## config.mk

```make
export PLATFORM = sky130hd
export DESIGN_NAME = pipeline_hazard_controller_flat
export DESIGN_NICKNAME = d
export VERILOG_FILES = /design/src/rtl/pipeline_hazard_controller_if.sv /design/src/rtl/pipeline_hazard_controller.sv /design/src/flat_wrapper.sv
export SDC_FILE = /design/constraint.sdc
export NUM_CORES = 1
export LEC_CHECK = 0
export CAP_MARGIN = 20
export CORE_UTILIZATION = 39
export CTS_BUF_LIST = sky130_fd_sc_hd__clkbuf_16
export DETAILED_ROUTE_END_ITERATION = 7
export GPL_TIMING_DRIVEN = 0
export PLACE_DENSITY = 0.78
export SYNTH_ARGS = -nofsm -noshare
export SYNTH_HDL_FRONTEND = slang
export SYNTH_SLANG_ARGS = --single-unit
export TNS_END_PERCENT = 5
```

## constraint.sdc

```tcl
create_clock -name Clock -period 2.9 [get_ports Clock]
set_input_delay 0.87 -clock Clock [delete_from_list [all_inputs] [get_ports Clock]]
set_output_delay 0.87 -clock Clock [all_outputs]
set_load 0.05 [all_outputs]
```

## src/rtl/pipeline_hazard_controller_if.sv

```systemverilog
// Control bus between the pipeline datapath and the hazard controller.
// Counter signals exist only when HAZARD_PERF_COUNTERS_EN is defined.
interface pipeline_hazard_controller_if #(
  parameter int CNT_W = 16
);
  logic [4:0] rs_ID;
  logic [4:0] rt_ID;
  logic       UsesRt_ID;
  logic       R_Enable_EX;
  logic       RegWrite_EX;
  logic [4:0] RegDestSelected_EX;
  logic       BranchTaken_MEM;
  logic       MduStart_ID;
  logic       MduDone;
  logic       PCWrite;
  logic       IF_ID_Write;
  logic       IF_ID_Flush;
  logic       ID_EX_Flush;
  logic       EX_MEM_Flush;
  logic       MduGo;
  logic       MduAbort;
  logic       MduError;
  logic [1:0] State;
`ifdef HAZARD_PERF_COUNTERS_EN
  logic [CNT_W-1:0] LuStallCount;
  logic [CNT_W-1:0] MduStallCount;
  logic [CNT_W-1:0] FlushCount;
`endif

  modport slave (
    input  rs_ID, rt_ID, UsesRt_ID, R_Enable_EX, RegWrite_EX, RegDestSelected_EX,
    input  BranchTaken_MEM, MduStart_ID, MduDone,
    output PCWrite, IF_ID_Write, IF_ID_Flush, ID_EX_Flush, EX_MEM_Flush,
    output MduGo, MduAbort, MduError, State
`ifdef HAZARD_PERF_COUNTERS_EN
    , output LuStallCount, MduStallCount, FlushCount
`endif
  );

  modport master (
    output rs_ID, rt_ID, UsesRt_ID, R_Enable_EX, RegWrite_EX, RegDestSelected_EX,
    output BranchTaken_MEM, MduStart_ID, MduDone,
    input  PCWrite, IF_ID_Write, IF_ID_Flush, ID_EX_Flush, EX_MEM_Flush,
    input  MduGo, MduAbort, MduError, State
`ifdef HAZARD_PERF_COUNTERS_EN
    , input LuStallCount, MduStallCount, FlushCount
`endif
  );
endinterface

```

## src/rtl/pipeline_hazard_controller.sv

```systemverilog
// Stall/flush sequencer for the 5-stage pipeline: load-use, branch squash, MDU wait with watchdog.
// Optional performance counters are enabled by defining HAZARD_PERF_COUNTERS_EN.
module pipeline_hazard_controller #(
  parameter int MDU_TIMEOUT = 64,
  parameter int CNT_W       = 16
) (
  input logic                        Clock,
  input logic                        Reset,
  pipeline_hazard_controller_if.slave bus
);
  localparam int CW = $clog2(MDU_TIMEOUT + 1);
  localparam logic [CW-1:0] CNT_LAST = CW'(MDU_TIMEOUT - 1);

  typedef enum logic [1:0] {
    RUN      = 2'b00,
    MDU_WAIT = 2'b01
  } state_t;

  state_t        state_r, state_nxt_s;
  logic [CW-1:0] cnt_r, cnt_nxt_s;
  logic          err_r, err_nxt_s;
  logic          lu_s;
  logic          pc_write_s, ifid_write_s, ifid_flush_s, idex_flush_s, exmem_flush_s;
  logic          go_s, abort_s;

  // Load-use: EX load targets a register the ID instruction reads.
  assign lu_s = bus.R_Enable_EX && bus.RegWrite_EX && (bus.RegDestSelected_EX != 5'd0) &&
                ((bus.RegDestSelected_EX == bus.rs_ID) ||
                 (bus.UsesRt_ID && (bus.RegDestSelected_EX == bus.rt_ID)));

  // Next-state and zero-latency pipeline controls.
  always_comb begin
    pc_write_s    = 1'b1;
    ifid_write_s  = 1'b1;
    ifid_flush_s  = 1'b0;
    idex_flush_s  = 1'b0;
    exmem_flush_s = 1'b0;
    go_s          = 1'b0;
    abort_s       = 1'b0;
    state_nxt_s   = state_r;
    cnt_nxt_s     = cnt_r;
    err_nxt_s     = err_r;
    if (Reset) begin
      pc_write_s    = 1'b0;
      ifid_write_s  = 1'b0;
      ifid_flush_s  = 1'b1;
      idex_flush_s  = 1'b1;
      exmem_flush_s = 1'b1;
      state_nxt_s   = RUN;
      cnt_nxt_s     = '0;
      err_nxt_s     = 1'b0;
    end else if (bus.BranchTaken_MEM) begin
      ifid_flush_s  = 1'b1;
      idex_flush_s  = 1'b1;
      exmem_flush_s = 1'b1;
      abort_s       = (state_r == MDU_WAIT);
      state_nxt_s   = RUN;
      cnt_nxt_s     = '0;
    end else begin
      case (state_r)
        RUN: begin
          if (lu_s) begin
            pc_write_s   = 1'b0;
            ifid_write_s = 1'b0;
            idex_flush_s = 1'b1;
          end else if (bus.MduStart_ID) begin
            go_s         = 1'b1;
            pc_write_s   = 1'b0;
            ifid_write_s = 1'b0;
            idex_flush_s = 1'b1;
            state_nxt_s  = MDU_WAIT;
            cnt_nxt_s    = '0;
          end else begin
            state_nxt_s  = RUN;
          end
        end
        MDU_WAIT: begin
          if (bus.MduDone) begin
            state_nxt_s = RUN;
            cnt_nxt_s   = '0;
          end else if (cnt_r == CNT_LAST) begin
            abort_s     = 1'b1;
            err_nxt_s   = 1'b1;
            state_nxt_s = RUN;
            cnt_nxt_s   = '0;
          end else begin
            cnt_nxt_s    = cnt_r + CW'(1);
            pc_write_s   = 1'b0;
            ifid_write_s = 1'b0;
            idex_flush_s = 1'b1;
          end
        end
        default: begin
          state_nxt_s = RUN;
          cnt_nxt_s   = '0;
        end
      endcase
    end
  end

  // FSM, watchdog and sticky error registers.
  always_ff @(posedge Clock) begin
    state_r <= state_nxt_s;
    cnt_r   <= cnt_nxt_s;
    err_r   <= err_nxt_s;
  end

  assign bus.PCWrite      = pc_write_s;
  assign bus.IF_ID_Write  = ifid_write_s;
  assign bus.IF_ID_Flush  = ifid_flush_s;
  assign bus.ID_EX_Flush  = idex_flush_s;
  assign bus.EX_MEM_Flush = exmem_flush_s;
  assign bus.MduGo        = go_s;
  assign bus.MduAbort     = abort_s;
  assign bus.MduError     = err_r;
  assign bus.State        = state_r;

`ifdef HAZARD_PERF_COUNTERS_EN
  logic [CNT_W-1:0] lu_cnt_r, mdu_cnt_r, fl_cnt_r;
  logic             lu_ev_s, mdu_ev_s, fl_ev_s;

  function automatic logic [CNT_W-1:0] sat_inc(input logic [CNT_W-1:0] v, input logic en);
    if (en && (v != {CNT_W{1'b1}})) return v + CNT_W'(1);
    else return v;
  endfunction

  // A stall that is neither reset nor load-use is always an MDU go or wait bubble.
  assign lu_ev_s  = !Reset && !bus.BranchTaken_MEM && (state_r == RUN) && lu_s;
  assign mdu_ev_s = !Reset && !pc_write_s && !lu_ev_s;
  assign fl_ev_s  = !Reset && bus.BranchTaken_MEM;

  // Saturating event counters.
  always_ff @(posedge Clock) begin
    if (Reset) begin
      lu_cnt_r  <= '0;
      mdu_cnt_r <= '0;
      fl_cnt_r  <= '0;
    end else begin
      lu_cnt_r  <= sat_inc(lu_cnt_r, lu_ev_s);
      mdu_cnt_r <= sat_inc(mdu_cnt_r, mdu_ev_s);
      fl_cnt_r  <= sat_inc(fl_cnt_r, fl_ev_s);
    end
  end

  assign bus.LuStallCount  = lu_cnt_r;
  assign bus.MduStallCount = mdu_cnt_r;
  assign bus.FlushCount    = fl_cnt_r;
`endif
endmodule

```

## src/flat_wrapper.sv

```systemverilog
// flat-port wrapper written by rule: the top's interface ports become plain ports
module pipeline_hazard_controller_flat 
#(
  parameter int MDU_TIMEOUT = 64,
  parameter int CNT_W       = 16
)
  (Clock, Reset, bus_rs_ID, bus_rt_ID, bus_UsesRt_ID, bus_R_Enable_EX, bus_RegWrite_EX, bus_RegDestSelected_EX, bus_BranchTaken_MEM, bus_MduStart_ID, bus_MduDone, bus_PCWrite, bus_IF_ID_Write, bus_IF_ID_Flush, bus_ID_EX_Flush, bus_EX_MEM_Flush, bus_MduGo, bus_MduAbort, bus_MduError, bus_State);
  pipeline_hazard_controller_if #(.CNT_W(CNT_W)) bus_i ();
  input logic Clock;
  input logic Reset;
  input wire logic [$bits(bus_i.rs_ID)-1:0] bus_rs_ID;
  input wire logic [$bits(bus_i.rt_ID)-1:0] bus_rt_ID;
  input wire logic [$bits(bus_i.UsesRt_ID)-1:0] bus_UsesRt_ID;
  input wire logic [$bits(bus_i.R_Enable_EX)-1:0] bus_R_Enable_EX;
  input wire logic [$bits(bus_i.RegWrite_EX)-1:0] bus_RegWrite_EX;
  input wire logic [$bits(bus_i.RegDestSelected_EX)-1:0] bus_RegDestSelected_EX;
  input wire logic [$bits(bus_i.BranchTaken_MEM)-1:0] bus_BranchTaken_MEM;
  input wire logic [$bits(bus_i.MduStart_ID)-1:0] bus_MduStart_ID;
  input wire logic [$bits(bus_i.MduDone)-1:0] bus_MduDone;
  output wire logic [$bits(bus_i.PCWrite)-1:0] bus_PCWrite;
  output wire logic [$bits(bus_i.IF_ID_Write)-1:0] bus_IF_ID_Write;
  output wire logic [$bits(bus_i.IF_ID_Flush)-1:0] bus_IF_ID_Flush;
  output wire logic [$bits(bus_i.ID_EX_Flush)-1:0] bus_ID_EX_Flush;
  output wire logic [$bits(bus_i.EX_MEM_Flush)-1:0] bus_EX_MEM_Flush;
  output wire logic [$bits(bus_i.MduGo)-1:0] bus_MduGo;
  output wire logic [$bits(bus_i.MduAbort)-1:0] bus_MduAbort;
  output wire logic [$bits(bus_i.MduError)-1:0] bus_MduError;
  output wire logic [$bits(bus_i.State)-1:0] bus_State;
  assign bus_i.rs_ID = bus_rs_ID;
  assign bus_i.rt_ID = bus_rt_ID;
  assign bus_i.UsesRt_ID = bus_UsesRt_ID;
  assign bus_i.R_Enable_EX = bus_R_Enable_EX;
  assign bus_i.RegWrite_EX = bus_RegWrite_EX;
  assign bus_i.RegDestSelected_EX = bus_RegDestSelected_EX;
  assign bus_i.BranchTaken_MEM = bus_BranchTaken_MEM;
  assign bus_i.MduStart_ID = bus_MduStart_ID;
  assign bus_i.MduDone = bus_MduDone;
  assign bus_PCWrite = bus_i.PCWrite;
  assign bus_IF_ID_Write = bus_i.IF_ID_Write;
  assign bus_IF_ID_Flush = bus_i.IF_ID_Flush;
  assign bus_ID_EX_Flush = bus_i.ID_EX_Flush;
  assign bus_EX_MEM_Flush = bus_i.EX_MEM_Flush;
  assign bus_MduGo = bus_i.MduGo;
  assign bus_MduAbort = bus_i.MduAbort;
  assign bus_MduError = bus_i.MduError;
  assign bus_State = bus_i.State;
  pipeline_hazard_controller #(.MDU_TIMEOUT(MDU_TIMEOUT), .CNT_W(CNT_W)) u_core (.Clock(Clock), .Reset(Reset), .bus(bus_i));
endmodule
```

==> insert_results.sql, run 1 <==
INSERT INTO impl_metrics (metric_group, metric, value, unit) VALUES
('synth', 'postSynthAreaPerCell', '7.81', 'um^2'),
('place', 'portBuffers', '31', ''),
('detailed_routing', 'drc', '6', ''),
('hold_path', 'worst_hold_startpoint', 'u_core.bus.MduError', ''),
('synth', 'asyncSetResetFlopFracSynth', '0', '%'),
('final_layout', 'area_growth_syn_to_layout', '74.7', '%'),
('place', 'globalplace.congestion', '0.892', ''),
('global_route', 'grt_start_max_net_pins', '9', ''),
('synth', 'postSynthNetCount', '110', ''),
('critical_path', 'worstReg2RegStart', 'u_core.cnt_r[0]', ''),
('final_layout', 'antenna_cells_inserted', '0', ''),
('final_layout', 'total_area_of_multi_input_combinational_cells', '537', 'um^2'),
('final_layout', 'fill_cells', '110', ''),
('timing', 'fin_crit', '2.96', 'ns'),
('detailed_routing', 'drt.antenna.violating_nets', '0', ''),
('detailed_routing', 'dr.first_iter.drc_count', '31', ''),
('run_status', 'status', 'complete, but fails checks', ''),
('synth', 'synthDominantAreaCellType', 'dfxtp_1', ''),
('synth', 'ys_ff_latch', '9', ''),
('final_layout', 'postLayoutCoreUtil', '75.3', '%'),
('final_layout', 'postLayoutCellArea', '1170', 'um^2'),
('timing', 'setup_violations', '2', ''),
('clocking', 'clock-root-buffer', 'clkbuf_16', ''),
('detailed_routing', 'first_pass_iters', '6', ''),
('pwr', 'power.static_leakage', '0.501', 'nW'),
('timing', 'max-slew-margin-rel', '66.5', '%'),
('synth', 'synth_instances', '86', ''),
('clocking', 'numCtsBuffers', '3', ''),
('timing', 'timing.clock.skew', '0.00261', 'ns'),
('floorplan', 'chipHeight', '43.5', 'um'),
('clocking', 'worst_case_clock_buffer_depth', '2', ''),
('clocking', 'cts.clk_slew.worst_paths', '0.04', 'ns'),
('critical_path', 'critical_path.n_buffers_inverters', '3', ''),
('detailed_routing', 'routed_wirelength', '2330', 'um'),
('critical_path', 'worst-endpoint-required', '2.03', 'ns'),
('timing', 'worst_slack', '-0.0629', 'ns'),
('floorplan', 'dieArea', '1890', 'um^2'),
('global_route', 'globalRouteOverflowTotal', '0', ''),
('synth', 'post-synth-top-count-cell', 'nand2_1', ''),
('clocking', 'cts_tree', 'built', ''),
('final_layout', 'nNetsFinal', '154', ''),
('critical_path', 'timing.critical_path.from_type', 'primary input', ''),
('place', 'post_dp_cell_area', '1000', 'um^2'),
('synth', 'synth_ff_type', 'dfxtp_1', ''),
('timing', 'maxClockFrequency', '338', 'MHz'),
('synth', 'synth.top_cells.by_area', 'dfxtp_1, xnor2_1, nand2_1', ''),
('pwr', 'p_per_area', '422', 'nW/um^2'),
('final_layout', 'sequential_cell_area', '180', 'um^2'),
('synth', 'syn_std_cell_area', '672', 'um^2'),
('timing', 'rsz0062_at_grt', 'true', ''),
('hold_path', 'hold-path-cell-count', '2', ''),
('floorplan', 'placement_rows', '14', ''),
('critical_path', 'crit_path_cell_trace', 'buf_2, xnor2_2, nand2_1, o22ai_2, a21boi_2, o31a_2, buf_6, buf_8', ''),
('hold_path', 'min_to', 'u_core.bus.MduError', ''),
('critical_path', 'cp_top_family', 'compound AO/OA/AOI/OAI gates', ''),
('floorplan', 'floorplan.initialDensity', '43.1', '%'),
('timing', 'finalHoldViolCount', '0', ''),
('synth', 'ys.warnings.count', '0', ''),
('critical_path', 'critical-path-slowest-cell', 'o31a_2', ''),
('synth', 'synth_edf_count', '0', ''),
('synth', 'synthTopCellsByCount', 'nand2_1, xnor2_1, dfxtp_1', ''),
('hold_path', 'min_path_type', 'flip-flop to flip-flop', ''),
('clocking', 'clkLatencyLatePin', '0.23', 'ns'),
('critical_path', 'reg2reg_slack', '1.14', 'ns'),
('timing', 'timing_max_transition_violations_final', '0', ''),
('critical_path', 'setup.worst_path.class', 'primary input to output port', ''),
('global_route', 'antenna_found_initial', '0', ''),
('floorplan', 'core_region_area', '1560', 'um^2'),
('run_status', 'violations', 'design-rule violations, negative setup slack', ''),
('detailed_routing', 'route.detailed.wl_per_inst', '16.1', 'um'),
('clocking', 'clock_tree.htree_level_count', '1', '');
[layout by cell type (no fill, tap or decap), types with 5 or more instances in the layout]
cell and n:
nand2_1 11, xnor2_2 6, o21ai_0 5, dlygate4sd2_1 6, buf_6 5, inv_1 5, dfxtp_1 9, nor2_1 5
buf_4 11, buf_2 13
[logic make-up (layout without fill, tap and decap cells)]
logic type	Yosys count	in the layout	share of synthesized area (%)
flops	9	9	26.8
fa+ha+maj	1	1	1.86
xor+xnor	11	11	14.3
other cells	1	1	0.558
buf+inv	8	51	6.15
simple gates	34	34	26.3
compound gates	22	22	24.0
[tightest hold or removal path: stages, from the launching register on]
cell and delay (ns):
dfxtp_1 0.32, a31oi_1 0.04, nor2_1 0.08
[final cells by class]
cell class | instances | area share, %
multi-input cells | 69 | 45.7
repair buffers | 39 | 26.3
flip-flops and latches | 9 | 15.4
clock buffers | 3 | 6.40
plain buffers | 3 | 2.24
inverters | 5 | 1.92
well taps | 16 | 1.71
clock inverters | 1 | 0.320
[stage by stage]
stage / setup slack [ns] / TNS (ns) / total power, W / cells
floorplan: -0.133 / -0.406 / 0.000191 / 86
global route: -0.124 / -0.202 / 0.000511 / 145
global placement: -1.16 / -6.15 / 0.000241 / 133
detailed placement: -1.17 / -6.16 / 0.000243 / 133
CTS: -0.117 / -0.195 / 0.000476 / 142
finish: -0.0629 / -0.0636 / 0.000495 / 145
[layer usage]
layer / share of wire (%) / global-route usage, %
met1: 40 / 27.6
met2: 52 / 42.4
met3: 6.2 / 7.08
met4: 1.5 / 11.3
met5: 0 / 0
[worst max-delay path by stage]
stage,from,to,cells past startpoint
floorplan,bus_RegDestSelected_EX[4],bus_ID_EX_Flush,5
global placement,bus_RegDestSelected_EX[0],bus_PCWrite,8
detailed placement,bus_RegDestSelected_EX[1],bus_PCWrite,8
CTS,bus_rt_ID[1],bus_PCWrite,8
global route,bus_RegDestSelected_EX[2],bus_PCWrite,8
finish,bus_rs_ID[3],bus_PCWrite,8
[registers in the layout, indices dropped and copies added, names as in the netlist]
name / cells
u_core.cnt_r: 7
u_core.bus.MduError: 1
u_core.bus.State: 1
[report_power, final]
part / switching (W) / internal (W) / total, W
registers: 0.00000195 / 0.000125 / 0.000127
clock network: 0.0000589 / 0.000180 / 0.000239
logic: 0.0000676 / 0.0000617 / 0.000129
total: 0.000128 / 0.000367 / 0.000495
[what timing repair did]
action / CTS / global route
hold buffers: 0 / 0
setup buffers: 5 / 3
setup endpoints to repair: 7 / 5
resized for setup: 107 / 27
pin swaps: 18 / 11
(Power assumes the default switching activity.)
==> run 2: changes to the inputs <==
--- a/config.mk
+++ b/config.mk
@@ -5,6 +5,7 @@
 export SDC_FILE = /design/constraint.sdc
 export NUM_CORES = 1
 export LEC_CHECK = 0
+export ABC_CLOCK_PERIOD_IN_PS = 2900
 export CAP_MARGIN = 20
 export CORE_UTILIZATION = 39
 export CTS_BUF_LIST = sky130_fd_sc_hd__clkbuf_16
==> results of run 2 <==
The final DEF is identical to that of run 1; final timing and power are the same.
